## src/rtl/multdiv_issue_ctrl_if.sv

```systemverilog
// -----------------------------------------------------------------------------
// multdiv_issue_ctrl_if
//   Bundles every non-clock/reset signal of multdiv_issue_ctrl.
//   Signal groups:
//     issue_*      execute stage -> controller: mult/div request and operands
//     flush        pipeline flush, aborts an op in flight
//     md_*         controller <-> multdiv unit: operands, start pulses, result
//     stall        controller -> pipeline: freeze upstream stages
//     wb_*         controller -> regfile writeback port, valid/ready handshake
//   Modports:
//     slave   the controller's view (consumes issue/md results, drives md/wb)
//     master  the environment's view (pipeline, multdiv and regfile side)
// -----------------------------------------------------------------------------
interface multdiv_issue_ctrl_if;
  logic        issue_valid;
  logic        issue_is_div;
  logic [31:0] issue_opA;
  logic [31:0] issue_opB;
  logic [4:0]  issue_rd;
  logic        flush;

  logic [31:0] md_operandA;
  logic [31:0] md_operandB;
  logic        md_ctrl_MULT;
  logic        md_ctrl_DIV;
  logic [31:0] md_result;
  logic        md_exception;
  logic        md_resultRDY;

  logic        stall;
  logic        wb_valid;
  logic [4:0]  wb_rd;
  logic [31:0] wb_data;
  logic        wb_ready;

  modport slave (
    input  issue_valid, issue_is_div, issue_opA, issue_opB, issue_rd, flush,
    input  md_result, md_exception, md_resultRDY, wb_ready,
    output md_operandA, md_operandB, md_ctrl_MULT, md_ctrl_DIV,
    output stall, wb_valid, wb_rd, wb_data
  );

  modport master (
    output issue_valid, issue_is_div, issue_opA, issue_opB, issue_rd, flush,
    output md_result, md_exception, md_resultRDY, wb_ready,
    input  md_operandA, md_operandB, md_ctrl_MULT, md_ctrl_DIV,
    input  stall, wb_valid, wb_rd, wb_data
  );
endinterface

```

## src/rtl/multdiv_issue_ctrl.sv

```systemverilog
// -----------------------------------------------------------------------------
// multdiv_issue_ctrl
//   Pipeline-side controller in front of a multi-cycle multdiv unit. Accepts a
//   mult/div op, latches operands, fires a one-cycle start pulse, stalls the
//   pipeline until the unit reports ready (or a watchdog expires), then offers
//   the result -- or an exception code aimed at the status register -- on a
//   valid/ready writeback port. Handles flush abort of an op in flight.
//   Ports:
//     clock   rising-edge system clock
//     reset   asynchronous, active-high; returns to IDLE with all outputs 0
//     bus     multdiv_issue_ctrl_if.slave (issue, multdiv, stall, writeback)
//   Parameters:
//     MAX_CYCLES     WAIT cycles without ready before a forced timeout
//     RSTATUS_REG    destination register for exception/timeout codes
//     MULT_EXC_CODE  code written on mult exception/timeout
//     DIV_EXC_CODE   code written on div exception/timeout
// -----------------------------------------------------------------------------
module multdiv_issue_ctrl #(
  parameter int unsigned MAX_CYCLES    = 40,
  parameter int unsigned RSTATUS_REG   = 30,
  parameter int unsigned MULT_EXC_CODE = 4,
  parameter int unsigned DIV_EXC_CODE  = 5
) (
  input logic                 clock,
  input logic                 reset,
  multdiv_issue_ctrl_if.slave bus
);

  typedef enum logic [1:0] {
    S_IDLE,
    S_START,
    S_WAIT,
    S_WB
  } state_e;

  localparam int unsigned         CNT_W    = (MAX_CYCLES > 1) ? $clog2(MAX_CYCLES) : 1;
  localparam logic [CNT_W-1:0]    CNT_LAST = CNT_W'(MAX_CYCLES - 1);
  localparam logic [4:0]          EXC_RD   = 5'(RSTATUS_REG);

  state_e            state_q, state_d;
  logic [CNT_W-1:0]  cnt_q, cnt_d;
  logic [31:0]       op_a_q, op_a_d;
  logic [31:0]       op_b_q, op_b_d;
  logic              is_div_q, is_div_d;
  logic [4:0]        rd_q, rd_d;
  logic [4:0]        wb_rd_q, wb_rd_d;
  logic [31:0]       wb_data_q, wb_data_d;
  logic [31:0]       exc_code;

  assign exc_code = is_div_q ? 32'(DIV_EXC_CODE) : 32'(MULT_EXC_CODE);

  always_comb begin
    // NOTE: every variable gets its hold value first so no path through the
    // case statement can leave one unassigned and infer a latch.
    state_d   = state_q;
    cnt_d     = cnt_q;
    op_a_d    = op_a_q;
    op_b_d    = op_b_q;
    is_div_d  = is_div_q;
    rd_d      = rd_q;
    wb_rd_d   = wb_rd_q;
    wb_data_d = wb_data_q;

    unique case (state_q)
      S_IDLE: begin
        // Flush beats a same-cycle issue; a late md_resultRDY here is ignored.
        if (bus.issue_valid && !bus.flush) begin
          op_a_d   = bus.issue_opA;
          op_b_d   = bus.issue_opB;
          is_div_d = bus.issue_is_div;
          rd_d     = bus.issue_rd;
          state_d  = S_START;
        end
      end

      S_START: begin
        cnt_d   = '0;
        state_d = bus.flush ? S_IDLE : S_WAIT;
      end

      S_WAIT: begin
        if (bus.flush) begin
          state_d = S_IDLE;
        end else if (bus.md_resultRDY) begin
          if (bus.md_exception) begin
            wb_rd_d   = EXC_RD;
            wb_data_d = exc_code;
            state_d   = S_WB;
          end else if (rd_q == 5'd0) begin
            // Writes to r0 are discarded anyway, so skip the writeback slot.
            state_d = S_IDLE;
          end else begin
            wb_rd_d   = rd_q;
            wb_data_d = bus.md_result;
            state_d   = S_WB;
          end
        end else if (cnt_q == CNT_LAST) begin
          // Watchdog: the unit never answered, report it as an exception.
          wb_rd_d   = EXC_RD;
          wb_data_d = exc_code;
          state_d   = S_WB;
        end else begin
          cnt_d = cnt_q + 1'b1;
        end
      end

      S_WB: begin
        // The op is committed here, so flush has no effect.
        if (bus.wb_ready) begin
          state_d = S_IDLE;
        end
      end

      default: state_d = S_IDLE;
    endcase
  end

  // NOTE: operand and writeback registers are reset along with the FSM because
  // they drive output ports directly and must read 0 while reset is held.
  always_ff @(posedge clock or posedge reset) begin
    if (reset) begin
      state_q   <= S_IDLE;
      cnt_q     <= '0;
      op_a_q    <= '0;
      op_b_q    <= '0;
      is_div_q  <= 1'b0;
      rd_q      <= '0;
      wb_rd_q   <= '0;
      wb_data_q <= '0;
    end else begin
      // NOTE: non-blocking assignments so every flop samples pre-edge values.
      state_q   <= state_d;
      cnt_q     <= cnt_d;
      op_a_q    <= op_a_d;
      op_b_q    <= op_b_d;
      is_div_q  <= is_div_d;
      rd_q      <= rd_d;
      wb_rd_q   <= wb_rd_d;
      wb_data_q <= wb_data_d;
    end
  end

  // All outputs are straight decodes of registered state, so they are
  // glitch-free toward the multdiv unit and the pipeline.
  assign bus.md_operandA  = op_a_q;
  assign bus.md_operandB  = op_b_q;
  assign bus.md_ctrl_MULT = (state_q == S_START) && !is_div_q;
  assign bus.md_ctrl_DIV  = (state_q == S_START) &&  is_div_q;
  assign bus.stall        = (state_q != S_IDLE);
  assign bus.wb_valid     = (state_q == S_WB);
  assign bus.wb_rd        = wb_rd_q;
  assign bus.wb_data      = wb_data_q;

endmodule

```

## src/flat_wrapper.sv

```systemverilog
// flat-port wrapper written by rule: the top's interface ports become plain ports
module multdiv_issue_ctrl_flat 
#(
  parameter int unsigned MAX_CYCLES    = 40,
  parameter int unsigned RSTATUS_REG   = 30,
  parameter int unsigned MULT_EXC_CODE = 4,
  parameter int unsigned DIV_EXC_CODE  = 5
)
  (clock, reset, bus_issue_valid, bus_issue_is_div, bus_issue_opA, bus_issue_opB, bus_issue_rd, bus_flush, bus_md_result, bus_md_exception, bus_md_resultRDY, bus_wb_ready, bus_md_operandA, bus_md_operandB, bus_md_ctrl_MULT, bus_md_ctrl_DIV, bus_stall, bus_wb_valid, bus_wb_rd, bus_wb_data);
  multdiv_issue_ctrl_if bus_i ();
  input logic clock;
  input logic reset;
  input wire logic [$bits(bus_i.issue_valid)-1:0] bus_issue_valid;
  input wire logic [$bits(bus_i.issue_is_div)-1:0] bus_issue_is_div;
  input wire logic [$bits(bus_i.issue_opA)-1:0] bus_issue_opA;
  input wire logic [$bits(bus_i.issue_opB)-1:0] bus_issue_opB;
  input wire logic [$bits(bus_i.issue_rd)-1:0] bus_issue_rd;
  input wire logic [$bits(bus_i.flush)-1:0] bus_flush;
  input wire logic [$bits(bus_i.md_result)-1:0] bus_md_result;
  input wire logic [$bits(bus_i.md_exception)-1:0] bus_md_exception;
  input wire logic [$bits(bus_i.md_resultRDY)-1:0] bus_md_resultRDY;
  input wire logic [$bits(bus_i.wb_ready)-1:0] bus_wb_ready;
  output wire logic [$bits(bus_i.md_operandA)-1:0] bus_md_operandA;
  output wire logic [$bits(bus_i.md_operandB)-1:0] bus_md_operandB;
  output wire logic [$bits(bus_i.md_ctrl_MULT)-1:0] bus_md_ctrl_MULT;
  output wire logic [$bits(bus_i.md_ctrl_DIV)-1:0] bus_md_ctrl_DIV;
  output wire logic [$bits(bus_i.stall)-1:0] bus_stall;
  output wire logic [$bits(bus_i.wb_valid)-1:0] bus_wb_valid;
  output wire logic [$bits(bus_i.wb_rd)-1:0] bus_wb_rd;
  output wire logic [$bits(bus_i.wb_data)-1:0] bus_wb_data;
  assign bus_i.issue_valid = bus_issue_valid;
  assign bus_i.issue_is_div = bus_issue_is_div;
  assign bus_i.issue_opA = bus_issue_opA;
  assign bus_i.issue_opB = bus_issue_opB;
  assign bus_i.issue_rd = bus_issue_rd;
  assign bus_i.flush = bus_flush;
  assign bus_i.md_result = bus_md_result;
  assign bus_i.md_exception = bus_md_exception;
  assign bus_i.md_resultRDY = bus_md_resultRDY;
  assign bus_i.wb_ready = bus_wb_ready;
  assign bus_md_operandA = bus_i.md_operandA;
  assign bus_md_operandB = bus_i.md_operandB;
  assign bus_md_ctrl_MULT = bus_i.md_ctrl_MULT;
  assign bus_md_ctrl_DIV = bus_i.md_ctrl_DIV;
  assign bus_stall = bus_i.stall;
  assign bus_wb_valid = bus_i.wb_valid;
  assign bus_wb_rd = bus_i.wb_rd;
  assign bus_wb_data = bus_i.wb_data;
  multdiv_issue_ctrl #(.MAX_CYCLES(MAX_CYCLES), .RSTATUS_REG(RSTATUS_REG), .MULT_EXC_CODE(MULT_EXC_CODE), .DIV_EXC_CODE(DIV_EXC_CODE)) u_core (.clock(clock), .reset(reset), .bus(bus_i));
endmodule
```

## config.mk

```make
export PLATFORM = sky130hd
export DESIGN_NAME = multdiv_issue_ctrl_flat
export DESIGN_NICKNAME = d
export VERILOG_FILES = /design/src/rtl/multdiv_issue_ctrl_if.sv /design/src/rtl/multdiv_issue_ctrl.sv /design/src/flat_wrapper.sv
export SDC_FILE = /design/constraint.sdc
export NUM_CORES = 1
export LEC_CHECK = 0
export ABC_AREA = 1
export BUFFER_PORTS_ARGS = -buffer_cell sky130_fd_sc_hd__buf_4
export CAP_MARGIN = 20
export CORE_MARGIN = 3
export CORE_UTILIZATION = 30
export DETAILED_ROUTE_END_ITERATION = 10
export PLACE_DENSITY_LB_ADDON = 0.2
export SETUP_SLACK_MARGIN = 0.02
export SYNTH_ARGS = -nofsm -noshare
export SYNTH_HDL_FRONTEND = slang
export SYNTH_SLANG_ARGS = --single-unit
```

## constraint.sdc

```tcl
create_clock -name clock -period 4.4 [get_ports clock]
set_clock_uncertainty 0.05 [all_clocks]
set_input_delay 0.22 -clock clock [delete_from_list [all_inputs] [get_ports clock]]
set_output_delay 0.22 -clock clock [all_outputs]
set_load 0.02 [all_outputs]
```

==> impl_metrics.py <==
metrics = {
    "sta": {
        "worstMarginPinSlew_ps": 1010,
        "hold_slack_ps": -34.3,
        "finalHoldViolCount": 29,
        "slew_headroom": 0.326,
        "timing.final.crit_share": 0.479,
        "max_freq_mhz": 475,
        "maxSlewViolCount": 0,
        "rsz0062_at_grt": "no",
        "fin_crit_ps": 2110,
        "setup_violations": 0,
        "setup_tns_ps": 0,
    },
    "clock_tree": {
        "cts_hold_buf": 69,
        "clkSlewWorstSetupHoldPaths_ps": 50,
        "htreeDepth": 4,
        "cts_resized": 0,
        "clockBufferDepth": 2,
        "cts_buffers": 17,
        "post-cts-setup-buffers": 0,
        "cts_tree": "done",
        "clk_latency_ps": 410,
        "cts.root.buffer_cell": "clkbuf_16",
        "cts_sinks": 115,
    },
    "synth": {
        "ys_seq_area_frac": 0.592,
        "synthCells": 398,
        "synthFlopType": "dfrtp_1",
        "synth_edf_count": 0,
        "synth_seq_cells": 115,
        "syn_area_um2": 4860,
        "synth_area_per_cell_um2": 12.2,
        "mappedNetlistNets": 508,
        "yosysUniqueCellTypes": 25,
        "yosysWarningCount": 0,
        "async_flop_share": 1.00,
    },
    "global_route": {
        "grtUsageTotal": 0.148,
        "overflow": 0,
        "grt_max_degree": 77,
        "grt_pass1_wl_um": 21000,
        "grt_pass1_vias": 4159,
        "antenna_found_initial": 0,
    },
    "worst_setup_path": {
        "start_kind": "register",
        "crit_path_end_kind": "register",
        "crit_top_cell": "nand2_1",
        "cp_data_arrival_time_ps": 2370,
        "path_max_fanout": 73,
        "cp.required_ps": 4660,
        "critPathKind": "reg2reg",
        "crit_chain": "ha_1 -> nand2_1 -> nor2_2 -> nand2_1 -> nand2_1 -> nand2_4 -> nand2_1 -> o21ai_2",
        "max_stage_delay_ps": 680,
        "slowest_stage": "nand2_4",
    },
    "worst_hold_path": {
        "hp-class": "in2async",
    },
    "floorplan": {
        "die-area_um2": 17800,
        "dieWidth_um": 133,
        "coreArea_um2": 15500,
        "rows": 45,
        "floorplan.initialDensity": 0.313,
        "pin_count": 214,
        "die_h_um": 133,
    },
    "drt": {
        "dr.pass1.iters": 4,
        "avgViaCountPerCell": 4.30,
        "vias": 3895,
        "drt-total-wl_um": 12900,
        "drc": 0,
        "wl_per_cell_um": 14.2,
        "ant_nets": 0,
        "drt_iter0_drc": 128,
    },
    "pwr": {
        "vdd_drop_max_v": 0.000385,
        "leakagePower_nw": 3.81,
        "fin_total_pwr_mw": 5.43,
        "power.density_nw_per_um2": 695,
    },
    "cells_and_area": {
        "synthToLayoutAreaGrowth_pct": 60.6,
        "final_util": 0.503,
        "layout-drive-gt1-share": 0.512,
        "nFillCells": 1436,
        "nets": 793,
        "antennaDiodeCount": 0,
        "seq_area_um2": 2880,
        "multi_input_area_um2": 1760,
    },
    "placement": {
        "dp_hpwl_um": 8630,
        "portBuffers": 213,
        "gp_congestion": 0.796,
    },
    "run": {
        "cap_viol_max_count": 0,
    },
    "status": {
        "outcome": "complete, but fails checks",
        "failed_checks": "hold timing",
    },
}
==> cell usage after synthesis, types with 3 or more instances <==
master | n | area share
nand2_1 | 90 | 0.069
nand3_1 | 8 | 0.0082
dfrtp_1 | 115 | 0.59
mux2_4 | 8 | 0.025
o21ai_2 | 36 | 0.065
nor2_1 | 21 | 0.016
clkbuf_1 | 3 | 0.0023
buf_6 | 14 | 0.032
mux2_2 | 61 | 0.14
o21ai_0 | 9 | 0.0093
inv_1 | 15 | 0.012
==> layout make-up <==
class / instances / share of cell area
sequential: 115 / 0.368
timing repair buffer: 283 / 0.294
multi-input combinational: 250 / 0.225
clock buffer: 24 / 0.0604
tap: 211 / 0.0338
clock inverter: 6 / 0.0103
inverter: 16 / 0.00801
==> worst max-delay path, delay by kind of cell, from the launching register on <==
family	cells	cell delay (ps)
fa+ha+maj	1	220
flops	1	410
simple gates	6	1180
compound gates	1	110
==> final timing paths <==
path	from	to	slack (ps)	cells after the start
setup / recovery	u_core.cnt_q[0]$_DFFE_PP0P_	u_core.bus.wb_data[22]$_DFFE_PP0P_	2290	8
hold / removal	reset	u_core.bus.md_operandB[4]$_DFFE_PP0P_	-30	2
setup reg to reg	u_core.cnt_q[0]$_DFFE_PP0P_	u_core.bus.wb_data[22]$_DFFE_PP0P_	2290	8
hold reg to reg	u_core.bus.wb_data[13]$_DFFE_PP0P_	u_core.bus.wb_data[13]$_DFFE_PP0P_	430	2
max in group asynchronous	reset	u_core.bus.md_operandA[9]$_DFFE_PP0P_	3200	3
min in group clock	bus_issue_opB[16]	u_core.bus.md_operandB[16]$_DFFE_PP0P_	30	2
==> metal layers <==
| layer | part of all wire | global-route usage | wire length [µm] | vias up |
|---|---|---|---|---|
| met5 | 0 | 0 | 0 | - |
| met2 | 0.45 | 0.224 | 5850 | 159 |
| li1 | - | - | - | 1888 |
| met4 | 0.013 | 0.0531 | 172 | 0 |
| met1 | 0.44 | 0.186 | 5650 | 1835 |
| met3 | 0.093 | 0.0676 | 1200 | 13 |
==> metrics by stage <==
step | area [µm²] | std cells | worst slack (ps) | hold WS (ps)
final | 7810 | 905 | 2290 | -34.3
after floorplan | 4860 | 398 | 1090 | 319
after global placement | 6570 | 806 | 2390 | 402
after CTS | 7810 | 905 | 2300 | 3.54
after detailed placement | 6570 | 806 | 2340 | 407
after global routing | 7810 | 905 | 2080 | 5.85
==> cells by family after synthesis <==
kind of cell             synth area share
AO/OA/AOI/OAI                      0.0792
XOR/XNOR                          0.00180
adder cells (fa/ha/maj)           0.00257
flip-flops                          0.592
multiplexers                        0.166
buffers and inverters              0.0471
AND/OR/NAND/NOR                     0.112
==> cells in the final DEF (no fill, tap or decap), drive strengths merged, types with 2 or more instances in the layout <==
cell type | synthesis | routed
dlygate4sd3 | 0 | 69
or2 | 2 | 2
buf | 14 | 214
nand3 | 8 | 8
dfrtp | 115 | 115
inv | 16 | 16
nor2 | 25 | 25
mux2 | 69 | 69
nand2 | 94 | 94
clkbuf | 3 | 24
clkinv | 0 | 4
bufinv | 0 | 2
o21ai | 46 | 46
==> report_power, final <==
part           internal [mW]  switching, mW
clock                  0.852          0.451
sequential              1.54          0.275
combinational           1.10           1.20
total                   3.50           1.93
==> state kept, by name, summed over array words and instances, names as in the netlist <==
name	count
u_core.is_div_q	1
u_core.rd_q	5
u_core.bus.md_operandB	32
u_core.state_q	2
u_core.bus.wb_data	32
u_core.cnt_q	6
u_core.bus.wb_rd	5
u_core.bus.md_operandA	32
Power figures use the tool's default switching activity.
